==> src/rtl/demux_pkg.sv <==
// Shared constants, types and the round-robin search used by the 1:4 dispatcher.
package demux_pkg;

  localparam int NUM_CH = 4;
  localparam int CH_W   = 2;

  localparam logic MODE_DIRECTED = 1'b0;
  localparam logic MODE_RR       = 1'b1;

  typedef struct packed {
    logic            found;
    logic [CH_W-1:0] ch;
  } rr_pick_t;

  // First channel at or after ptr (wrapping mod NUM_CH) whose avail bit is set.
  function automatic rr_pick_t rr_first_avail(input logic [NUM_CH-1:0] avail,
                                              input logic [CH_W-1:0]   ptr);
    rr_pick_t        r;
    logic [CH_W-1:0] c;
    r.found = 1'b0;
    r.ch    = ptr;
    for (int i = 0; i < NUM_CH; i++) begin
      c = ptr + CH_W'(i);
      if (!r.found && avail[c]) begin
        r.found = 1'b1;
        r.ch    = c;
      end
    end
    return r;
  endfunction

endpackage

==> src/rtl/demux_slot.sv <==
// One-entry holding register for a single output channel.
module demux_slot #(
  parameter int DATA_W = 8
) (
  input  logic              clk,
  input  logic              rst,
  input  logic              load,
  input  logic              drain,
  input  logic [DATA_W-1:0] d,
  output logic              valid,
  output logic [DATA_W-1:0] q
);

  // A load wins over a drain in the same cycle, giving one beat per clock.
  always_ff @(posedge clk) begin
    if (rst) begin
      valid <= 1'b0;
      q     <= '0;
    end else if (load) begin
      valid <= 1'b1;
      q     <= d;
    end else if (valid && drain) begin
      valid <= 1'b0;
    end
  end

endmodule

==> src/rtl/demux_1_4_dispatch.sv <==
// 1:4 dispatcher: steers a valid/ready stream into four registered channel slots.
// Handshake: a transfer happens on a rising edge where valid && ready; ready never depends on valid.
module demux_1_4_dispatch
  import demux_pkg::*;
#(
  parameter int DATA_W = 8,
  parameter int CNT_W  = 16
) (
  input  logic                     clk,
  input  logic                     rst,
  input  logic                     mode,
  input  logic                     in_valid,
  output logic                     in_ready,
  input  logic [DATA_W-1:0]        in_data,
  input  logic [CH_W-1:0]          in_dest,
  output logic [NUM_CH-1:0]        out_valid,
  input  logic [NUM_CH-1:0]        out_ready,
  output logic [NUM_CH*DATA_W-1:0] out_data,
  output logic [CH_W-1:0]          sel,
  output logic [CNT_W-1:0]         beat_cnt
);

  logic [NUM_CH-1:0] can_accept;
  logic [NUM_CH-1:0] load;
  logic [CH_W-1:0]   rr_ptr;
  logic [CH_W-1:0]   target;
  logic              accept;
  rr_pick_t          pick;

  assign can_accept = ~out_valid | out_ready;

  always_comb begin
    pick     = rr_first_avail(can_accept, rr_ptr);
    target   = in_dest;
    in_ready = can_accept[in_dest];
    if (mode == MODE_RR) begin
      target   = pick.ch;
      in_ready = pick.found;
    end
  end

  assign accept = in_valid && in_ready;

  always_comb begin
    load = '0;
    if (accept) load[target] = 1'b1;
  end

  for (genvar k = 0; k < NUM_CH; k++) begin : g_slot
    demux_slot #(.DATA_W(DATA_W)) u_slot (
      .clk   (clk),
      .rst   (rst),
      .load  (load[k]),
      .drain (out_ready[k]),
      .d     (in_data),
      .valid (out_valid[k]),
      .q     (out_data[k*DATA_W +: DATA_W])
    );
  end

  // rr_ptr only advances on round-robin accepts, so directed traffic leaves it untouched.
  always_ff @(posedge clk) begin
    if (rst) begin
      sel      <= '0;
      beat_cnt <= '0;
      rr_ptr   <= '0;
    end else if (accept) begin
      sel <= target;
      if (beat_cnt != {CNT_W{1'b1}}) beat_cnt <= beat_cnt + CNT_W'(1);
      if (mode == MODE_RR) rr_ptr <= target + CH_W'(1);
    end
  end

endmodule

==> config.mk <==
export PLATFORM = sky130hd
export DESIGN_NAME = demux_1_4_dispatch
export DESIGN_NICKNAME = d
export VERILOG_FILES = /design/src/rtl/demux_pkg.sv /design/src/rtl/demux_slot.sv /design/src/rtl/demux_1_4_dispatch.sv
export SDC_FILE = /design/constraint.sdc
export NUM_CORES = 1
export LEC_CHECK = 0
export ABC_CLOCK_PERIOD_IN_PS = 5900
export BUFFER_PORTS_ARGS = -buffer_cell sky130_fd_sc_hd__clkbuf_2
export CAP_MARGIN = 20
export CORE_MARGIN = 3
export CORE_UTILIZATION = 56
export DETAILED_ROUTE_END_ITERATION = 10
export PLACE_DENSITY = 0.9
export RECOVER_POWER = 100
export SLEW_MARGIN = 20
export SYNTH_ARGS = -nofsm -noshare
export SYNTH_HDL_FRONTEND = slang
export SYNTH_HIERARCHICAL = 1
export SYNTH_SLANG_ARGS = --single-unit
==> constraint.sdc <==
create_clock -name clk -period 5.9 [get_ports clk]
set_input_delay 0.59 -clock clk [delete_from_list [all_inputs] [get_ports clk]]
set_output_delay 0.59 -clock clk [all_outputs]
set_load 0.03 [all_outputs]
### Word-level counts from Yosys, hierarchy flattened

Cells that the tools add are included.

* flip-flop bits (word level): 56
* input port bits: 18
* output and inout bits: 55
* logic and storage cells: 71

* add/subtract/negate cells: 5
* order comparisons: 7
* equal/unequal tests: 1
* muxes and demuxes: 27
* bitwise operators: 2
* reductions and logical operators: 18

Operator list (count)
* < comparator 2 x 3 -> 1 bit, second input constant: 6
* adder 16 x 1 -> 16 bit, second input constant: 1
* != test 16 bit, second input constant: 1
* 2-to-1 mux 1 bit: 15
* 2-to-1 mux 3 bit: 4
* binary-select mux 1 bit (select 2 bit): 5
* logical AND 1 bit: 9
* nonzero test 2 bit: 4
* adder 2 x 1 -> 2 bit, second input constant: 2
* adder 2 bit, second input constant: 2
* 2-to-1 mux 4 bit: 1
* inverter 4 bit: 1
* OR 4 bit: 1
* AND reduction 2 bit: 2
* logical NOT 1 bit: 3
* demux 1 bit (select 2 bit): 1
* >= comparator 2 x 1 -> 1 bit, second input constant: 1
* 2-to-1 mux 2 bit: 1

### Depth between registers and ports, before layout

Gate-level depths: netlist (run 1).

* word-level depth: 21
* gate-level depth with buffers: 11
* mapped depth without buffers: 9

### Modules after synthesis

Netlist (run 1), hierarchy kept.

Modules (own cells, without submodules)
* demux_1_4_dispatch: times used 1, cells an instance 164, area each 1360.1 um2, sequential area each 400.4 um2
* demux_slot: times used 4, cells an instance 30, area each 321.6 um2, sequential area each 180.2 um2

### Worst setup path before layout (run 1)

Ideal clock, no wire load.

* path kind: input -> register
* start point: input out_ready[0]
* end point: register g_slot[0].u_slot.q[0]
* setup time: 0.117 ns
* arrival time: 2.496 ns
* data required time: 5.783 ns
* setup slack: 3.287 ns
* cell stages on the path: 7
* buffers on the path: 1
* cells stage by stage: and2b_4 mux4_2 mux2i_1 and3_1 buf_6 mux2i_1 nor2_1

* elaborated cells on any way between the ends: 30
* classes of those cells: 2 x order compare; 19 x mux; 1 x bitwise; 8 x reduce/logical

RTL lines
* from (decl): RTL line demux_1_4_dispatch.sv:17 `input logic [NUM_CH-1:0] out_ready,`
* OR 4 bit (*): RTL line demux_1_4_dispatch.sv:30 `assign can_accept = ~out_valid | out_ready;`
* binary-select mux 1 bit (select 2 bit): RTL line demux_pkg.sv:24 `if (!r.found && avail[c]) begin`
* 2-to-1 mux 1 bit (implied by the code): RTL line demux_pkg.sv:24
* 2-to-1 mux 3 bit: RTL line demux_pkg.sv:24
* logical NOT 1 bit: RTL line demux_pkg.sv:24
* logical AND 1 bit: RTL line demux_pkg.sv:24
* 2-to-1 mux 3 bit: RTL line demux_pkg.sv:24
* logical NOT 1 bit: RTL line demux_pkg.sv:24
* [... 2 more ...]
* logical NOT 1 bit: RTL line demux_pkg.sv:24
* logical AND 1 bit: RTL line demux_pkg.sv:24
* 2-to-1 mux 3 bit: RTL line demux_pkg.sv:24
* 2-to-1 mux 1 bit (*): RTL line demux_1_4_dispatch.sv:36 `if (mode == MODE_RR) begin`
* via in_ready: RTL line demux_1_4_dispatch.sv:13 `output logic in_ready,`
* logical AND 1 bit (*): RTL line demux_1_4_dispatch.sv:42 `assign accept = in_valid && in_ready;`
* 2-to-1 mux 4 bit (*): RTL line demux_1_4_dispatch.sv:46 `if (accept) load[target] = 1'b1;`
* via load[0]: RTL line demux_1_4_dispatch.sv:24 `logic [NUM_CH-1:0] load;`
* to (signal assigned): RTL line demux_slot.sv:18 `q <= '0;`
* to (signal assigned): RTL line demux_slot.sv:21 `q <= d;`
* to (decl): RTL line demux_slot.sv:11 `output logic [DATA_W-1:0] q`

The timed path passes the listed nets; every way through them passes the cells marked *. The select of a mux whose other input is x is not followed.
A chain may end at the register's enable or synchronous reset.

### Final worst setup path (run 1)

* start point: register g_slot[2].u_slot.valid
* end point: register g_slot[2].u_slot.q[4]

* cells in the longest elaborated chain, start to end: 20
* elaborated cells on any way between the ends: 31
* classes of those cells: 2 x order compare; 19 x mux; 2 x bitwise; 8 x reduce/logical

RTL lines
* from (decl): RTL line demux_slot.sv:10 `output logic valid,`
* from (signal assigned): RTL line demux_slot.sv:17 `valid <= 1'b0;`
* from (signal assigned): RTL line demux_slot.sv:20 `valid <= 1'b1;`
* from (signal assigned): RTL line demux_slot.sv:23 `valid <= 1'b0;`
* inverter 4 bit (*): RTL line demux_1_4_dispatch.sv:30
* OR 4 bit (*): RTL line demux_1_4_dispatch.sv:30
* binary-select mux 1 bit (select 2 bit): RTL line demux_pkg.sv:24
* 2-to-1 mux 1 bit (implied by the code): RTL line demux_pkg.sv:24
* 2-to-1 mux 3 bit: RTL line demux_pkg.sv:24
* logical NOT 1 bit: RTL line demux_pkg.sv:24
* logical AND 1 bit: RTL line demux_pkg.sv:24
* 2-to-1 mux 3 bit: RTL line demux_pkg.sv:24
* [... 5 more ...]
* 2-to-1 mux 3 bit: RTL line demux_pkg.sv:24
* 2-to-1 mux 2 bit: RTL line demux_1_4_dispatch.sv:36
* < comparator 2 x 3 -> 1 bit (implied by the code) or >= comparator 2 x 1 -> 1 bit (tied branches): RTL line demux_1_4_dispatch.sv:46
* logical AND 1 bit (implied by the code): RTL line demux_1_4_dispatch.sv:46
* 2-to-1 mux 1 bit (implied by the code): RTL line demux_1_4_dispatch.sv:46
* demux 1 bit (select 2 bit): RTL line demux_1_4_dispatch.sv:46
* 2-to-1 mux 4 bit (*): RTL line demux_1_4_dispatch.sv:46
* via load[2]: RTL line demux_1_4_dispatch.sv:24
* to (signal assigned): RTL line demux_slot.sv:18
* to (signal assigned): RTL line demux_slot.sv:21
* to (decl): RTL line demux_slot.sv:11

Marks and branches as above.

==> flow_summary.yaml, run 1 <==
clock_tree:
  clock-sinks: 56
  cts_hold_buffers: 0
  clk_latency_ps: 310
  post_cts.repair.setup_buffers: 0
  cts_buffers: 5
  clock_path_buffers: 2
  tritoncts: "yes"
  path_clk_slew_ps: 100
  cts_root_buf: "clkbuf_8"
  htreeDepth: 2
  cts_resized: 0
sta:
  post-route-period-util_pct: 47.8
  final_max_slew_viol_count: 0
  finalSetupTns_ps: 0
  relSlewSlack_pct: 37.2
  rsz0062_at_grt: "false"
  min_period_ps: 2820
  clock.fmax_mhz: 355
  setup_viol: 0
  tightest_slew_ps: 939
  hold_violations: 0
  clock_skew_ps: 4.54
worst_setup_path:
  crit_top_cell: "nor2_1"
  reg2regPathDepth: 9
  startpoint_type: "register"
  path_max_fanout: 9
  crit_path_top_delay_cell: "and3_1"
  crit_chain: "nor2b_1 > nor4b_1 > o31ai_1 > o2111a_1 > nor2_1 > ha_1 > and3_1 > mux2i_1 > nor2_1"
  crit_cells: 9
  crit_type: "reg2reg"
  cp_slowest_stage_delay_ps: 540
  crit_required_ps: 6090
  end_kind: "register"
  arrival_ps: 3000
  r2r_start: "g_slot[2].u_slot/valid$_SDFFE_PP0P_"
  worst_path_dominant_cell_family: "simple AND/OR/NAND/NOR gates"
  r2r-end: "g_slot[2].u_slot/q[4]$_SDFFE_PP0P_"
  r2r_slack_ps: 3080
  crit_buf_inv: 0
synthesis:
  synth_top_area_share_pct: 42.4
  synth_most_common_cell: "dfxtp_1"
  synth-edff-count: 0
  synthFlopType: "dfxtp_1"
  synth_cell_types: 43
  avgSynthCellArea_um2: 9.32
  syn_inst: 284
  synth_commonest_cells: "56 x dfxtp_1, 50 x nor2_1, 35 x mux2i_1"
  synth_nets: 307
  synth_area_leaders: "dfxtp_1 42%, mux2i_1 13%, nor2_1 7.1%"
  syn_area_um2: 2650
  synth_seq_cells: 56
  yosysSeqAreaShare_pct: 42.4
  yosysWarningCount: 6
  async_flop_share_pct: 0
  synth_area_leader_cell: "dfxtp_1"
floorplan:
  fp.dieH_um: 74.7
  pin_count: 73
  num_rows: 24
  dieArea_um2: 5590
  die_x_um: 74.7
  design.core.area_um2: 4440
  start_util_pct: 59.5
detailed_routing:
  drt_wl_total_mm: 5.65
  remaining_drc_errors: 0
  via_per_inst: 5.58
  first_pass_iters: 4
  dr_total_vias: 2230
  wl_per_cell_um: 14.1
  drtIter0Drc: 188
  antenna_left: 0
global_route:
  grt_pass1_wl_mm: 9.31
  antenna_found_initial: 0
  gr-total-overflow: 0
  track_usage_pct: 21.4
  grt_pass1_vias: 2010
  grt_max_degree: 66
pwr:
  p_per_area_nw_per_um2: 245
  p_leak_uw: 0.00111
  ir_drop_v: 0.000178
layout:
  regArea_um2: 1120
  fin_nets: 370
  n_antenna_cell: 0
  layout.cells.non_filler: 400
  multi_input_area_um2: 1350
  drive_gt1_share_pct: 8.62
  area_delta_synth_final_pct: 12.2
  nFillCells: 404
flow_run:
  cap_violations: 0
status:
  status: "finished, final reports clean"
worst_hold_path:
  holdPathEnd: "g_slot[2].u_slot/valid$_SDFFE_PP0P_"
  holdCritPathClass: "reg2reg"
  min_from: "g_slot[2].u_slot/valid$_SDFFE_PP0P_"
  hold_path_depth: 2
placement:
  port_buffers: 72
  dpl.cell_count: 392
  dp_hpwl_mm: 3.99
  routabilityCongestion: 0.862
[stage by stage]
step	cell area [µm²]	hold WS [ps]	setup WS (ps)	power, µW	util (%)
2_1_floorplan	2650	521	3290	495	-
3_3_place_gp	2960	469	3130	519	66.5
3_5_place_dp	2960	480	3000	523	66.5
4_1_cts	3050	499	3320	736	68.6
5_1_grt	2970	522	2820	759	66.8
6_report	2970	489	3080	729	66.8
[how the worst max path moves through the flow]
stage                                                    from                                  to  slack (ps)
after global placement                           out_ready[0]  g_slot[3].u_slot/q[3]$_SDFFE_PP0P_        3130
after CTS                                        out_ready[0]                            in_ready        3320
final                     g_slot[2].u_slot/valid$_SDFFE_PP0P_  g_slot[2].u_slot/q[4]$_SDFFE_PP0P_        3080
after global routing      g_slot[2].u_slot/valid$_SDFFE_PP0P_  g_slot[2].u_slot/q[4]$_SDFFE_PP0P_        2820
after floorplan                                  out_ready[0]  g_slot[0].u_slot/q[0]$_SDFFE_PP0P_        3290
after detailed placement                         out_ready[0]  g_slot[2].u_slot/q[4]$_SDFFE_PP0P_        3000
[placed cells by master, fill, tap and decap left out, types with 5 or more instances in the layout]
cell       n
nor3_1     6
nand4_1    5
a21oi_1   15
mux2_1     7
and3_1     7
nand2_1    6
nand3_1    5
inv_1     10
clkbuf_1  55
nor2b_1   10
ha_1       5
nor2_1    51
or4_1      8
o31ai_1    7
dfxtp_1   56
clkbuf_8   5
mux2i_1   35
nand2b_1   8
clkbuf_2  17
[worst min-delay path: cells and delay by family (launching register included)]
kind,cells,cell delay [ps]
flops,1,330
simple gates,1,60
compound gates,1,60
[kinds of logic (layout without fill, tap and decap cells)]
kind of cell | count (synthesis) | count (layout) | synth area share [%]
adder cells (fa/ha/maj) | 5 | 5 | 2.36
AND/OR/NAND/NOR | 118 | 118 | 23.4
buffers and inverters | 27 | 91 | 6.10
flip-flops | 56 | 56 | 42.4
multiplexers | 43 | 43 | 17.1
AO/OA/AOI/OAI | 35 | 35 | 8.70
[per-layer routing]
metal / part of all wire, % / global-route usage (%) / up-vias
met2: 48 / 34.1 / 64
met1: 45 / 28.8 / 1040
met4: 1.2 / 6.32 / 0
li1: - / - / 1121
met5: 0 / 0 / -
met3: 5.6 / 5.34 / 5
[registers in the layout, summed over array words and instances, names as in the netlist]
signal	count
beat_cnt	16
rr_ptr	2
g_slot.u_slot/valid	4
g_slot.u_slot/q	32
sel	2
[where the power goes]
part	leakage (µW)	switching, µW	total [µW]	internal (µW)
Sequential	0.000455	10.3	403	392
Clock	0.0000452	131	218	86.8
Combinational	0.000610	72.9	108	35.1
[final cells by class]
cell class / count / share of cell area, %
Clock inverter: 3 / 0.842
Tap cell: 52 / 2.19
Multi-Input combinational cell: 201 / 45.6
Timing Repair Buffer: 73 / 10.1
Sequential cell: 56 / 37.7
Inverter: 10 / 1.26
Clock buffer: 5 / 2.32
(Power assumes the default switching activity.)
==> run 2: changes to the inputs <==
--- a/config.mk
+++ b/config.mk
@@ -5,13 +5,13 @@
 export SDC_FILE = /design/constraint.sdc
 export NUM_CORES = 1
 export LEC_CHECK = 0
-export ABC_CLOCK_PERIOD_IN_PS = 5900
+export ABC_CLOCK_PERIOD_IN_PS = 2600
 export BUFFER_PORTS_ARGS = -buffer_cell sky130_fd_sc_hd__clkbuf_2
 export CAP_MARGIN = 20
 export CORE_MARGIN = 3
-export CORE_UTILIZATION = 56
+export CORE_UTILIZATION = 52
 export DETAILED_ROUTE_END_ITERATION = 10
-export PLACE_DENSITY = 0.9
+export PLACE_DENSITY = 0.84
 export RECOVER_POWER = 100
 export SLEW_MARGIN = 20
 export SYNTH_ARGS = -nofsm -noshare
==> constraint.sdc (replaced) <==
create_clock -name clk -period 2.6 [get_ports clk]
set_input_delay 0.26 -clock clk [delete_from_list [all_inputs] [get_ports clk]]
set_output_delay 0.26 -clock clk [all_outputs]
set_load 0.03 [all_outputs]
==> run 2 against run 1 <==
  * Total power is 130% higher
  * Final cell count is 5.3% higher
  * Critical path depth is 4 lower
  * Largest cell class unchanged
  * Highest routed layer unchanged
==> flow_summary.yaml, run 2 (synthesis gave the netlist of run 1 again) <==
floorplan:
  pin_count: 73
  dieArea_um2: 5980
  die_x_um: 77.3
  fp.dieH_um: 77.3
  start_util_pct: 54.9
  design.core.area_um2: 4820
  num_rows: 25
pwr:
  p_per_area_nw_per_um2: 541
  power.total_uw: 1650
  pwr-share-clk_pct: 29.5
  sw_frac_of_total_pct: 27.9
  sequentialPowerShare_pct: 55.4
  p_int_uw: 1190
  p_leak_uw: 0.00114
  power.switching_uw: 459
  ir_drop_v: 0.000431
  power.share.combinational_pct: 15.1
sta:
  hold_violations: 0
  setup_viol: 0
  finalSetupTns_ps: 0
  clock_skew_ps: 7.86
  final_max_slew_viol_count: 0
  clock.fmax_mhz: 415
  relSlewSlack_pct: 55.6
  tightest_slew_ps: 667
  post-route-period-util_pct: 92.7
  whs_ps: 248
  min_period_ps: 2410
  rsz0062_at_grt: "false"
layout:
  nFillCells: 447
  fin_area_um2: 3050
  mostFrequentLayoutCell: "dfxtp_1"
  largest_register_ffs: 32
  top_regs: "g_slot.u_slot/q: 32 flops, beat_cnt: 16 flops, g_slot.u_slot/valid: 4 flops"
  fin_nets: 376
  multi_input_area_um2: 1370
  area_delta_synth_final_pct: 15.2
  drive_gt1_share_pct: 11.3
  regMostFlops: "g_slot.u_slot/q"
  layout.cells.non_filler: 421
  n_antenna_cell: 0
  most-common-layout-cells: "56 x dfxtp_1, 55 x clkbuf_1, 50 x nor2_1, 35 x mux2i_1, 18 x clkbuf_2"
  regArea_um2: 1120
worst_setup_path:
  crit_required_ps: 2790
  arrival_ps: 2600
  startpoint_type: "register"
  crit_type: "reg2reg"
  end_kind: "register"
  path_max_fanout: 24
placement:
  dpl.cell_count: 413
  routabilityCongestion: 0.855
  port_buffers: 72
  dp_hpwl_mm: 4.19
  dpl-instance-area_um2: 3020
global_route:
  track_usage_pct: 19.7
  grt_max_degree: 41
  antenna_found_initial: 0
  gr-total-overflow: 0
  grt_pass1_vias: 2135
  grt_pass1_wl_mm: 9.87
detailed_routing:
  via_per_inst: 5.40
  drt_wl_total_mm: 5.74
  remaining_drc_errors: 0
  dr_total_vias: 2273
  antenna_left: 0
  first_pass_iters: 4
  wl_per_cell_um: 13.6
  drtIter0Drc: 127
clock_tree:
  clk_latency_ps: 300
  clock_path_buffers: 2
  htreeDepth: 2
  cts_root_buf: "clkbuf_8"
  cts_buffers: 5
  tritoncts: "yes"
  cts_hold_buffers: 0
  clock-sinks: 56
  path_clk_slew_ps: 100
worst_hold_path:
  holdCritPathClass: "in2reg"
status:
  status: "finished, final reports clean"
flow_run:
  cap_violations: 0
-- run 2: stage by stage --
step	setup slack (ps)	utilization [%]
after floorplan	73.1	-
after global placement	248	62.7
after detailed placement	168	62.7
after CTS	93.3	64.7
after global routing	25.3	63.3
final	189	63.3
-- run 2: final timing paths --
check	start	slack, ps	endpoint	depth (start not counted)
max	g_slot[3].u_slot/valid$_SDFFE_PP0P_	190	beat_cnt[8]$_SDFFE_PP0P_	5
min	in_data[3]	250	g_slot[3].u_slot/q[3]$_SDFFE_PP0P_	3
max reg2reg	g_slot[3].u_slot/valid$_SDFFE_PP0P_	190	beat_cnt[8]$_SDFFE_PP0P_	5
min reg2reg	g_slot[2].u_slot/valid$_SDFFE_PP0P_	490	g_slot[2].u_slot/valid$_SDFFE_PP0P_	2
-- run 2: area by class of cell --
| class | count | area share, % |
|---|---|---|
| clock inverters | 2 | 0.493 |
| inverters | 10 | 1.23 |
| well taps | 67 | 2.75 |
| repair buffers | 79 | 11.2 |
| flip-flops and latches | 56 | 36.8 |
| multi-input cells | 201 | 44.8 |
| clock buffers | 6 | 2.71 |
-- run 2: metal layers --
| metal | part of all wire [%] | GRT usage [%] |
|---|---|---|
| met1 | 44 | 24.8 |
| met2 | 49 | 33.2 |
| met3 | 5.0 | 4.76 |
| met4 | 2.0 | 6.58 |
| met5 | 0 | 0 |
-- run 2: critical path: stages (launching register included) --
cell	delay (ps)
dfxtp_1	340
nor2b_1	210
mux4_2	520
a21bo_1	460
nor4_1	410
mux2_1	350
-- run 2: power groups by stage --
stage               sequential, µW  clock [µW]  combinational [µW]
floorplan                      989           0                 133
global placement               932           0                 253
detailed placement             933           0                 258
CTS                            914         502                 259
global route                   919         538                 276
finish                         914         486                 249
-- run 2: repair_timing --
item | in CTS | in global routing
setup endpoints to repair | 0 | 15
setup buffers | 0 | 0
resized for setup | 0 | 2
